## src/rtl/rs_syndrome.sv

```systemverilog
// Streaming Reed-Solomon syndrome calculator: one Horner accumulator per root
// alpha^(FCR+j), with a separate output bank that is loaded at each frame end.
package gf_pkg;
    localparam int unsigned SYMB_WIDTH = 8;
    localparam int unsigned ROOTS_NUM  = 16;
    localparam int unsigned N_LEN      = 255;
    localparam logic [SYMB_WIDTH:0] GF_POLY = 9'h11D;

    function automatic logic [SYMB_WIDTH-1:0] gf_mul(input logic [SYMB_WIDTH-1:0] a,
                                                     input logic [SYMB_WIDTH-1:0] b);
        logic [SYMB_WIDTH-1:0] p;
        logic [SYMB_WIDTH-1:0] x;
        p = '0;
        x = a;
        for (int unsigned i = 0; i < SYMB_WIDTH; i++) begin
            if (b[i]) p = p ^ x;
            x = x[SYMB_WIDTH-1] ? ((x << 1) ^ GF_POLY[SYMB_WIDTH-1:0]) : (x << 1);
        end
        return p;
    endfunction

    function automatic logic [SYMB_WIDTH-1:0] gf_alpha_pow(input int unsigned e);
        logic [SYMB_WIDTH-1:0] r;
        r    = '0;
        r[0] = 1'b1;
        for (int unsigned i = 0; i < e % ((1 << SYMB_WIDTH) - 1); i++)
            r = gf_mul(r, SYMB_WIDTH'(2));
        return r;
    endfunction
endpackage

module rs_syndrome
    import gf_pkg::*;
#(
    parameter int unsigned FCR = 0
) (
    input  logic                  aclk,
    input  logic                  aresetn,
    input  logic [SYMB_WIDTH-1:0] s_tdata,
    input  logic                  s_tvalid,
    input  logic                  s_tlast,
    output logic                  s_tready,
    output logic [SYMB_WIDTH-1:0] syndrome [ROOTS_NUM-1:0],
    output logic                  syndrome_vld,
    output logic                  syndrome_nz,
    output logic                  frame_err
);
    localparam int unsigned      CNT_W   = $clog2(N_LEN + 1);
    localparam logic [CNT_W-1:0] CNT_MAX = CNT_W'(N_LEN);

    typedef enum logic {IDLE, ACCUM} state_t;
    state_t state_q, state_d;

    logic [SYMB_WIDTH-1:0] acc_q   [ROOTS_NUM-1:0];
    logic [SYMB_WIDTH-1:0] acc_mul [ROOTS_NUM-1:0];
    logic [SYMB_WIDTH-1:0] acc_d   [ROOTS_NUM-1:0];
    logic [CNT_W-1:0]      cnt_q, cnt_inc;
    logic                  over_q, over_inc;
    logic                  accept, first_beat, frame_end, acc_nz;

    assign accept = s_tvalid & s_tready;

    for (genvar g = 0; g < ROOTS_NUM; g++) begin : g_root
        localparam logic [SYMB_WIDTH-1:0] ROOT = gf_alpha_pow(FCR + g);
        assign acc_mul[g] = gf_mul(acc_q[g], ROOT);
    end

    always_ff @(posedge aclk or negedge aresetn) begin
        if (!aresetn) state_q <= IDLE;
        else          state_q <= state_d;
    end

    always_comb begin
        state_d = state_q;
        case (state_q)
            IDLE:    if (accept && !s_tlast) state_d = ACCUM;
            ACCUM:   if (accept && s_tlast)  state_d = IDLE;
            default: state_d = IDLE;
        endcase
    end

    always_comb begin
        first_beat = accept && (state_q == IDLE);
        frame_end  = accept && s_tlast;
    end

    always_comb begin
        acc_nz = 1'b0;
        for (int unsigned j = 0; j < ROOTS_NUM; j++) begin
            acc_d[j] = first_beat ? s_tdata : (acc_mul[j] ^ s_tdata);
            acc_nz   = acc_nz | (|acc_d[j]);
        end
    end

    // cnt_q is already 0 in IDLE (cleared at frame end), so no per-state base mux.
    // over_q remembers a count that ran past N_LEN while the counter sat saturated.
    always_comb begin
        cnt_inc  = (cnt_q == CNT_MAX) ? cnt_q : cnt_q + 1'b1;
        over_inc = over_q | (cnt_q == CNT_MAX);
    end

    always_ff @(posedge aclk or negedge aresetn) begin
        if (!aresetn) begin
            s_tready     <= 1'b0;
            cnt_q        <= '0;
            over_q       <= 1'b0;
            syndrome_vld <= 1'b0;
            syndrome_nz  <= 1'b0;
            frame_err    <= 1'b0;
            for (int unsigned j = 0; j < ROOTS_NUM; j++) begin
                acc_q[j]    <= '0;
                syndrome[j] <= '0;
            end
        end else begin
            s_tready     <= 1'b1;
            syndrome_vld <= frame_end;
            if (accept) begin
                for (int unsigned j = 0; j < ROOTS_NUM; j++) acc_q[j] <= acc_d[j];
                if (s_tlast) begin
                    cnt_q       <= '0;
                    over_q      <= 1'b0;
                    syndrome_nz <= acc_nz;
                    frame_err   <= over_inc | (cnt_inc != CNT_MAX);
                    for (int unsigned j = 0; j < ROOTS_NUM; j++) syndrome[j] <= acc_d[j];
                end else begin
                    cnt_q  <= cnt_inc;
                    over_q <= over_inc;
                end
            end
        end
    end
endmodule
```

## config.mk

```make
export PLATFORM = sky130hd
export DESIGN_NAME = rs_syndrome
export DESIGN_NICKNAME = d
export VERILOG_FILES = /design/src/rtl/rs_syndrome.sv
export SDC_FILE = /design/constraint.sdc
export NUM_CORES = 1
export LEC_CHECK = 0
export ABC_CLOCK_PERIOD_IN_PS = 5400
export CAP_MARGIN = 20
export CORE_ASPECT_RATIO = 1.4
export CORE_MARGIN = 10
export CORE_UTILIZATION = 25
export DETAILED_ROUTE_END_ITERATION = 12
export SYNTH_ARGS = -nofsm -noshare
export SYNTH_HDL_FRONTEND = slang
export SYNTH_SLANG_ARGS = --single-unit
```

## constraint.sdc

```tcl
create_clock -name aclk -period 5.4 [get_ports aclk]
set_clock_uncertainty 0.2 [all_clocks]
set_input_delay 1.08 -clock aclk [delete_from_list [all_inputs] [get_ports aclk]]
set_output_delay 1.08 -clock aclk [all_outputs]
set_load 0.1 [all_outputs]
```

==> impl_summary.txt, run 1 <==
----------------------------------------------------
[Final layout]
  Post-route insts no fill ... 2699
  Number of nets in the layout ... 1864
  Share of cells above drive strength 1 ... 5.71%
  Synth-to-layout area growth ... 20.4%
  Number of fill cells ... 6477
  Antenna diode instance count ... 0

[Critical path]
  Worst endpoint required time ... 5.66 ns
  Worst R2R End ... syndrome_nz
  CP startpoint kind ... input pin
  CP Capture Type ... flop
  Length in cells of the worst reg-to-reg path ... 8
  Critical path class ... input pin to flop
  Peak fanout along the critical path ... 47
  Slack of the worst reg-to-reg path ... 1.93 ns
  Arr. time, crit path ... 4.28 ns

[Yosys]
  Library cell with the highest instance count after synthesis ... nand2_1
  Count of flip-flops with a built-in enable after synthesis ... 0
  Share of the yosys chip area belonging to registers ... 42.9%
  Share of cell area taken by muxes after synthesis ... 0.389%
  Top post-synthesis cells by count ... nand2_1, o21ai_0, dfrtp_1, xnor2_1, nor2_1
  Per-instance average area after synthesis ... 8.80 sq um
  Instance count of the mapped netlist ... 1788
  Library cells used by synthesis ... 65
  Post-synthesis adder-cell area fraction ... 0.0795%
  Top_reg_cell synth ... dfrtp_1
  Async SR Flop Fraction ... 100%
  Area of the mapped netlist ... 0.0157 sq mm
  Net count after synthesis ... 1801
  Post-Synth XOR/XNOR Area ... 21.7%
  Flop and latch count out of synthesis ... 270
  Yosys warnings ... 0
  Compound-Gate Fraction of Synth Area ... 14.1%
  Share of the synthesized area in the top cell type ... 42.9%
  Library cell occupying the most area in the post-synthesis netlist ... dfrtp_1
  Synth area leaders ... dfrtp_1, xnor2_1, o21ai_0, nand2_1, xor2_1
  Main combinational cell family by area after synthesis ... XOR/XNOR gates
  Simple-gate area share of the yosys netlist ... 16.5%

[Die]
  Die outline height ... 317 um
  Number of ports placed on the die boundary ... 144
  Initial standard-cell utilization of the core ... 25.3%
  Horizontal die dimension ... 232 um
  Area inside the core boundary ... 0.0622 sq mm
  Site row count ... 108
  Die Footprint ... 0.0735 sq mm

[Placed design]
  Placed Cells ... 2644
  RePlAce Congestion ... 0.892
  Total of buffers placed on input and output ports ... 143
  HPWL after DPL ... 38.3 mm

[Routing]
  Vias per Instance ... 4.78
  First-pass DRT Iterations ... 5
  Wire per inst ... 19.6 um
  Antenna Nets Post-Route ... 0
  Vias after detailed routing ... 12912
  DRC errors left ... 0
  Number of DRC markers after the initial detailed-route iteration ... 1034
  Routed Wire Length ... 53.0 mm

[Clock network]
  Worst skew pair latency ... 0.58 ns
  Total CTS buffers ... 30
  TritonCTS clock tree ... yes
  Setup bufs post-CTS ... 0
  Total clock sinks ... 270
  H-tree Lvls ... 1
  Cts hold-fix bufs ... 0
  Clock tree root buffer cell ... clkbuf_16
  Clk pin slew, worst setup/hold paths ... 0.07 ns
  # resized after CTS ... 0
  Maximum buffer depth of the clock tree ... 3

[Global routing]
  Total global-route track usage ... 14.2%
  Initial antenna violation count ... 3
  Global-route wire length before repair ... 81.1 mm
  Number of global-route vias before repair ... 12769
  Maximum number of pins on one net before global-route repair ... 94
  Grt ovf ... 0

[Worst hold path]
  Worst hold-check path type ... input pin to asynchronous set/reset pin

[Flow run]
  Total of max-cap violations ... 0

[Timing]
  Number of failing hold endpoints at the final stage ... 0
  Number of pins with negative max-slew slack in the final report ... 0
  Unrepaired setup endpoints after global routing ... no
  Slew margin rel. ... 23.8%
  Min cycle time layout ... 4.03 ns
  Slew at the pin closest to its max-slew limit ... 1.14 ns
  Fmax ... 248 MHz
  Setup TNS after final layout ... 0 ns
  Share of the clock period used by the worst path ... 74.5%
  Final setup fails ... 0

[Status]
  Status ... finished clean

----------------------------------------------------
-- worst max-delay path: stages --
cell and delay [ns]:
clkdlybuf4s50_1 0.64, and3b_4 0.70, nor2_1 0.14, xnor2_1 0.25
nand3_1 0.15, nor4_1 0.52, or3b_1 0.45, nor4_1 0.21
a31oi_1 0.11
-- layout make-up --
class                      instances  area, sq um  share of cell area [%]
sequential                       270         6760                    35.7
clock inverter                    16          209                    1.10
timing repair buffer             176         1700                    8.96
tap                              825         1030                    5.45
clock buffer                      39          866                    4.57
inverter                          14         52.6                   0.277
multi-input combinational       1359         8330                    44.0
-- cell families after synthesis --
group / after synthesis
fa+ha+maj: 1
other cells: 1
flops: 270
compound gates: 402
mux: 6
buf+inv: 159
simple gates: 596
xor+xnor: 353
-- placed cells by master, fill, tap and decap left out, drive strengths merged, types with 18 or more instances in the layout --
cell type / instances
xor2: 105
o21ai: 295
nor2: 111
buf: 39
clkdlybuf4s50: 137
dfrtp: 270
nand3: 30
nand2: 342
clkbuf: 39
nor3: 18
xnor2: 229
a21oi: 39
-- state kept, by name, indices dropped and copies added (netlist names), named ones only --
register	flops
frame_err	1
acc_mul	8
syndrome	128
cnt_q	8
syndrome_vld	1
s_tready	1
syndrome_nz	1
acc_q	120
over_q	1
-- layer usage --
layer  wire, um  track usage [%]  vias up  part of all wire (%)
met2      26500             24.9      410                    50
met4       1940             5.40        6                   3.7
met1      21400             16.9     6298                    40
li1           -                -     6085                     -
met3       3170             2.77      113                   6.0
met5         31                0        -                 0.058
-- through the flow --
step	cell area [sq um]	util, %	hold WS, ns	setup slack, ns
after floorplan	15700	-	0.263	2.26
after detailed placement	17900	28.7	0.271	0.876
after global placement	17900	28.7	0.265	0.801
after CTS	18900	30.5	0.286	1.49
final	18900	30.5	0.273	1.37
after global routing	18900	30.5	0.299	1.31
-- worst max path at each step --
stage          depth (start not counted)     endpoint  slack (ns)       start
3_3_place_gp                           9  syndrome_nz        0.80    s_tvalid
4_1_cts                                9  syndrome_nz        1.49    s_tvalid
5_1_grt                                9  syndrome_nz        1.31    s_tvalid
3_5_place_dp                           9  syndrome_nz        0.88    s_tvalid
6_report                               9  syndrome_nz        1.37    s_tvalid
2_1_floorplan                          9  syndrome_nz        2.26  s_tdata[2]
Power of run 1 is not shown: default switching activity piles up to over one toggle a cycle in this logic, so the estimate is an artifact.
==> run 2, diff against run 1 <==
--- a/config.mk
+++ b/config.mk
@@ -5,7 +5,7 @@
 export SDC_FILE = /design/constraint.sdc
 export NUM_CORES = 1
 export LEC_CHECK = 0
-export ABC_CLOCK_PERIOD_IN_PS = 5400
+export ABC_CLOCK_PERIOD_IN_PS = 3500
 export CAP_MARGIN = 20
 export CORE_ASPECT_RATIO = 1.4
 export CORE_MARGIN = 10
==> constraint.sdc (replaced) <==
create_clock -name aclk -period 3.5 [get_ports aclk]
set_clock_uncertainty 0.2 [all_clocks]
set_input_delay 0.7 -clock aclk [delete_from_list [all_inputs] [get_ports aclk]]
set_output_delay 0.7 -clock aclk [all_outputs]
set_load 0.1 [all_outputs]
==> impl_summary.txt, run 2 (synthesis gave the netlist of run 1 again) <==
----------------------------------------------------
[Clock network]
  Clk pin slew, worst setup/hold paths ... 0.07 ns (about the same)
  TritonCTS clock tree ... yes
  # resized after CTS ... 0 (unchanged)
  H-tree Lvls ... 1 (unchanged)
  Total CTS buffers ... 28 (-6.7%)
  Clock tree root buffer cell ... clkbuf_16
  Maximum buffer depth of the clock tree ... 3 (unchanged)
  Setup bufs post-CTS ... 0 (unchanged)
  Cts hold-fix bufs ... 1 (+1)
  Total clock sinks ... 270 (unchanged)
  Worst skew pair latency ... 0.57 ns (about the same)

[Timing]
  Final setup fails ... 0 (unchanged)
  Unrepaired setup endpoints after global routing ... no
  Slew at the pin closest to its max-slew limit ... 0.926 ns (-0.213 ns)
  Fmax ... 322 MHz
  Slew margin rel. ... 38.3% (+14 points)
  Min cycle time layout ... 3.11 ns
  Number of failing hold endpoints at the final stage ... 0 (unchanged)
  Number of pins with negative max-slew slack in the final report ... 0 (unchanged)
  Share of the clock period used by the worst path ... 88.8%
  Setup TNS after final layout ... 0 ns (unchanged)

[Routing]
  Vias after detailed routing ... 13071 (+1.2%)
  Wire per inst ... 19.1 um (-3.0%)
  Antenna Nets Post-Route ... 0 (unchanged)
  First-pass DRT Iterations ... 7 (+2)
  Number of DRC markers after the initial detailed-route iteration ... 955 (-7.6%)
  Routed Wire Length ... 53.3 mm (+0.52%)
  Vias per Instance ... 4.67 (-2.3%)
  DRC errors left ... 0 (unchanged)

[Final layout]
  Register with the most flip-flops ... syndrome
  Most frequent cells in the layout ... nand2_1, o21ai_0, dfrtp_1, buf_4, xnor2_1
  Max FFs per register ... 128 (unchanged)
  Synth-to-layout area growth ... 22.9%
  Post-route insts no fill ... 2796 (+3.6%)
  Number of nets in the layout ... 1961 (+5.2%)
  Most common library cell in the layout ignoring fill and taps ... nand2_1
  Final design instance area without fill ... 0.0193 sq mm (+2.1%)
  Share of cells above drive strength 1 ... 16.9% (+11 points)
  Largest registers ranked by flip-flop count ... syndrome x128, acc_q x120

[Critical path]
  CP startpoint kind ... flop
  CP Capture Type ... flop
  Maximum cell stage delay along the critical path ... 0.60 ns (-0.10 ns)
  Arr. time, crit path ... 3.34 ns (-0.94 ns)
  Length in cells of the worst reg-to-reg path ... 9 (+1)
  Worst endpoint required time ... 3.73 ns (-1.93 ns)
  Cell repeated most along the worst path ... buf_4
  Peak fanout along the critical path ... 8 (-83%)
  Critical path class ... flop to flop
  Crit path cell chain ... xor2_1, xnor2_1, nand4_1, a2111oi_0, buf_4, o2111ai_1, nor4_1, buf_4, a31oi_1
  Max stage delay cell, worst path ... dfrtp_1

[Global routing]
  Maximum number of pins on one net before global-route repair ... 258 (+170%)
  Grt ovf ... 0 (unchanged)
  Number of global-route vias before repair ... 13386 (+4.8%)
  Global-route wire length before repair ... 82.0 mm (+1.1%)
  Total global-route track usage ... 14.3% (+0.087 points)
  Initial antenna violation count ... 4 (+1)

[Placed design]
  RePlAce Congestion ... 0.975 (+9.3%)
  HPWL after DPL ... 40.0 mm (+4.4%)
  Placed Cells ... 2742 (+3.7%)
  DP Area ... 0.0184 sq mm (+2.8%)
  Total of buffers placed on input and output ports ... 143 (unchanged)

[Die]
  Horizontal die dimension ... 232 um (unchanged)
  Number of ports placed on the die boundary ... 144 (unchanged)
  Area inside the core boundary ... 0.0622 sq mm (unchanged)
  Initial standard-cell utilization of the core ... 25.3% (unchanged)
  Die outline height ... 317 um (unchanged)
  Die Footprint ... 0.0735 sq mm (unchanged)
  Site row count ... 108 (unchanged)

[Status]
  Status ... finished clean

[Worst hold path]
  Worst hold-check path type ... flop to flop
  Worst hold path cell count ... 2

[Flow run]
  Total of max-cap violations ... 0 (unchanged)

----------------------------------------------------
run 2: routing by layer:
layer / part of all wire (%) / GRT usage (%)
met1: 39 / 16.2
met2: 50 / 25.4
met3: 5.8 / 2.86
met4: 4.5 / 6.34
met5: 0.039 / 0
run 2: metrics by stage:
stage          util, %  setup slack (ns)  hold WS (ns)
2_1_floorplan        -             0.467         0.204
3_3_place_gp      29.6            -0.210         0.269
3_5_place_dp      29.6            -0.146         0.272
4_1_cts           31.1             0.414         0.287
5_1_grt           31.1             0.158         0.300
6_report          31.1             0.393         0.278
run 2: worst max-delay path: cells and delay by family (launching register included):
family                    cells  cell delay [ns]
AOI/OAI and AO/OA             3             0.71
xor gates and xnor gates      2             0.66
buffers and inverters         2             0.35
DFF                           1             0.60
and+or+nand+nor               2             0.45
run 2: layout make-up:
cell class | instances | area [sq um]
Tap cell | 825 | 1030
Sequential cell | 270 | 6760
Timing Repair Buffer | 275 | 2210
Antenna cell | 1 | 2.50
Multi-Input combinational cell | 1359 | 8330
Fill cell | 6533 | 42800
Clock inverter | 17 | 176
Clock buffer | 35 | 778
Inverter | 14 | 52.6
run 2: worst paths after layout:
check                         startpoint       endpoint  slack [ns]
hold / removal             syndrome[108]  syndrome[108]        0.28
min in group asynchronous        aresetn  syndrome[117]        0.50
setup reg to reg               acc_q[44]    syndrome_nz        0.39
hold reg to reg            syndrome[108]  syndrome[108]        0.28
max in group asynchronous        aresetn   syndrome[77]        1.77
setup / recovery               acc_q[44]    syndrome_nz        0.39
Power of run 2 is left out for the same reason.
==> run 3, diff against run 2 <==
--- a/config.mk
+++ b/config.mk
@@ -5,6 +5,7 @@
 export SDC_FILE = /design/constraint.sdc
 export NUM_CORES = 1
 export LEC_CHECK = 0
+export ABC_AREA = 1
 export ABC_CLOCK_PERIOD_IN_PS = 3500
 export CAP_MARGIN = 20
 export CORE_ASPECT_RATIO = 1.4
==> impl_summary.txt, run 3 <==
----------------------------------------------------
[Yosys]
  Library cells used by synthesis ... 35 (-46%)
  Async SR Flop Fraction ... 100% (unchanged)
  Instance count of the mapped netlist ... 2712 (+52%)
  Count of flip-flops with a built-in enable after synthesis ... 0 (unchanged)
  Library cell with the highest instance count after synthesis ... nand2_1
  Net count after synthesis ... 2725 (+51%)
  Area of the mapped netlist ... 0.0173 sq mm (+9.8%)
  Compound-Gate Fraction of Synth Area ... 6.23% (-7.8 points)
  Per-instance average area after synthesis ... 6.37 sq um (-28%)
  Post-Synth XOR/XNOR Area ... 3.50% (-18 points)
  Simple-gate area share of the yosys netlist ... 43.2% (+27 points)
  Share of the yosys chip area belonging to registers ... 39.1% (-3.8 points)
  Main combinational cell family by area after synthesis ... simple AND/OR/NAND/NOR gates
  Yosys warnings ... 0 (unchanged)
  Post-synthesis adder-cell area fraction ... 0.0724% (-0.0071 points)
  Top_reg_cell synth ... dfrtp_1
  Library cell occupying the most area in the post-synthesis netlist ... dfrtp_1
  Share of cell area taken by muxes after synthesis ... 0% (-0.39 points)
  Synth area leaders ... dfrtp_1, nand2_1, nand3_1, o21ai_0, inv_1
  Share of the synthesized area in the top cell type ... 39.1% (-3.8 points)
  Flop and latch count out of synthesis ... 270 (unchanged)
  Top post-synthesis cells by count ... nand2_1, dfrtp_1, nand3_1, o21ai_0, inv_1

[Die]
  Die outline height ... 331 um (+4.5%)
  Horizontal die dimension ... 242 um (+4.4%)
  Area inside the core boundary ... 0.0688 sq mm (+11%)
  Site row count ... 114 (+5.6%)
  Initial standard-cell utilization of the core ... 25.1% (-0.19 points)
  Number of ports placed on the die boundary ... 144 (unchanged)
  Die Footprint ... 0.0802 sq mm (+9.0%)

[Routing]
  Vias after detailed routing ... 17651 (+35%)
  First-pass DRT Iterations ... 5 (-2)
  Number of DRC markers after the initial detailed-route iteration ... 1131 (+18%)
  Antenna Nets Post-Route ... 0 (unchanged)
  Vias per Instance ... 4.60 (-1.6%)
  Routed Wire Length ... 62.3 mm (+17%)
  Wire per inst ... 16.2 um (-15%)
  DRC errors left ... 0 (unchanged)

[Critical path]
  Arr. time, crit path ... 3.11 ns (-0.23 ns)
  Worst endpoint required time ... 3.81 ns (+0.08 ns)
  Worst reg2reg startpoint ... s_tready
  Peak fanout along the critical path ... 19 (+11)
  Crit path cell chain ... clkdlybuf4s50_1, nand2_2, nor2_1, buf_4, o21ai_0, nand2_1, nor2_1, nand2_1, nor2_1, nand2_1, nor2_1, nand3_1, nor2_1, nand2_1, nor2_1, nand3_1, nand2_1, inv_1
  CP Capture Type ... flop
  Cell repeated most along the worst path ... nor2_1
  Max stage delay cell, worst path ... clkdlybuf4s50_1
  Maximum cell stage delay along the critical path ... 0.47 ns (-0.13 ns)
  CP startpoint kind ... input pin
  Length in cells of the worst reg-to-reg path ... 17 (+8)
  Critical path class ... input pin to flop
  Slack of the worst reg-to-reg path ... 0.79 ns (+0.40 ns)
  Worst R2R End ... syndrome_nz

[Final layout]
  Area taken by flip-flops and latches ... 0.00676 sq mm (unchanged)
  Most common library cell in the layout ignoring fill and taps ... nand2_1
  Register with the most flip-flops ... syndrome
  Number of nets in the layout ... 2897 (+48%)
  Number of fill cells ... 7647 (+17%)
  Most frequent cells in the layout ... nand2_1, dfrtp_1, nand3_1, buf_4, o21ai_0
  Final design instance area without fill ... 0.0212 sq mm (+9.5%)
  Max FFs per register ... 128 (unchanged)
  Share of cells above drive strength 1 ... 11.9% (-5.0 points)
  Largest registers ranked by flip-flop count ... syndrome x128, acc_q x120
  Total area of multi-input combinational cells ... 0.00918 sq mm (+10%)
  Synth-to-layout area growth ... 22.5%

[Timing]
  Fmax ... 357 MHz (+11%)
  Slew margin rel. ... 42.2% (+4.0 points)
  Setup TNS after final layout ... 0 ns (unchanged)
  Final setup fails ... 0 (unchanged)
  Slew at the pin closest to its max-slew limit ... 0.867 ns (-0.0594 ns)
  Min cycle time layout ... 2.80 ns (-0.305 ns)
  Share of the clock period used by the worst path ... 80.1% (-8.7 points)
  Unrepaired setup endpoints after global routing ... no
  Number of failing hold endpoints at the final stage ... 0 (unchanged)
  Number of pins with negative max-slew slack in the final report ... 0 (unchanged)

[Global routing]
  Initial antenna violation count ... 2 (-2)
  GRT met1 Usage ... 17.8% (+1.6 points)
  Number of global-route vias before repair ... 16899 (+26%)
  Maximum number of pins on one net before global-route repair ... 124 (-52%)
  Met2 layer usage reported by global route ... 27.4% (+1.9 points)
  Total global-route track usage ... 15.1% (+0.82 points)
  Global-route wire length before repair ... 96.3 mm (+17%)
  Gr busiest metal ... met2
  Routing usage on met3 ... 2.15% (-0.72 points)
  Grt ovf ... 0 (unchanged)

[Placed design]
  Total of buffers placed on input and output ports ... 143 (unchanged)
  DP Area ... 0.0201 sq mm (+9.3%)
  RePlAce Congestion ... 0.911 (-6.6%)
  HPWL after DPL ... 47.0 mm (+17%)

[Clock network]
  Cts hold-fix bufs ... 1 (unchanged)
  Clock tree root buffer cell ... clkbuf_16
  Maximum buffer depth of the clock tree ... 3 (unchanged)
  Clk pin slew, worst setup/hold paths ... 0.07 ns (about the same)
  TritonCTS clock tree ... yes
  Worst skew pair latency ... 0.61 ns (+0.04 ns)
  Setup bufs post-CTS ... 0 (unchanged)
  # resized after CTS ... 0 (unchanged)
  H-tree Lvls ... 1 (unchanged)
  Total CTS buffers ... 31 (+11%)
  Total clock sinks ... 270 (unchanged)

[Status]
  Status ... finished clean

[Flow run]
  Total of max-cap violations ... 0 (unchanged)

[Worst hold path]
  Launch point of the worst hold path ... syndrome[116]
  Hold EP ... syndrome[116]
  Worst hold path cell count ... 2 (unchanged)
  Worst hold-check path type ... flop to flop

----------------------------------------------------
## run 3: worst max-delay path: cells and delay by family
family	cells	cell delay, ns
AND/OR/NAND/NOR	14	1.45
AO/OA/AOI/OAI	1	0.23
buffers and inverters	3	0.71
## run 3: logic make-up after synthesis
family,count (synthesis)
AOI/OAI and AO/OA,210
xor gates and xnor gates,69
adders and majority gates,1
buffers and inverters,329
DFF,270
other,1
and+or+nand+nor,1832
## run 3: worst max-delay path by stage
| stage | start | endpoint | slack [ns] |
|---|---|---|---|
| detailed placement | s_tvalid | syndrome_nz | 0.14 |
| floorplan | s_tready | syndrome_nz | 0.81 |
| global placement | s_tvalid | syndrome_nz | 0.12 |
| global route | s_tvalid | syndrome_nz | 0.48 |
| finish | s_tvalid | syndrome_nz | 0.70 |
| CTS | s_tvalid | syndrome_nz | 0.78 |
## run 3: area by class of cell
cell class / count / area share, %
inverter: 204 / 3.68
clock buffer: 39 / 4.00
sequential: 270 / 31.9
tap: 928 / 5.48
clock inverter: 17 / 1.11
timing repair buffer: 264 / 10.5
antenna: 1 / 0.0118
multi-input combinational: 2113 / 43.3
## run 3: stage by stage
stage / cells / hold slack (ns) / setup WS, ns / utilization, %
floorplan: 2712 / 0.204 / 0.815 / -
global placement: 3778 / 0.266 / 0.117 / 29.2
detailed placement: 3778 / 0.266 / 0.137 / 29.2
CTS: 3835 / 0.284 / 0.776 / 30.8
global route: 3836 / 0.296 / 0.483 / 30.8
finish: 3836 / 0.278 / 0.698 / 30.8
## run 3: routing by layer
metal	routed length, um	vias to the layer above
met5	0	-
met4	2270	0
met3	3270	117
met2	30900	447
met1	25800	8182
li1	-	8905
Power of run 3 is left out for the same reason.
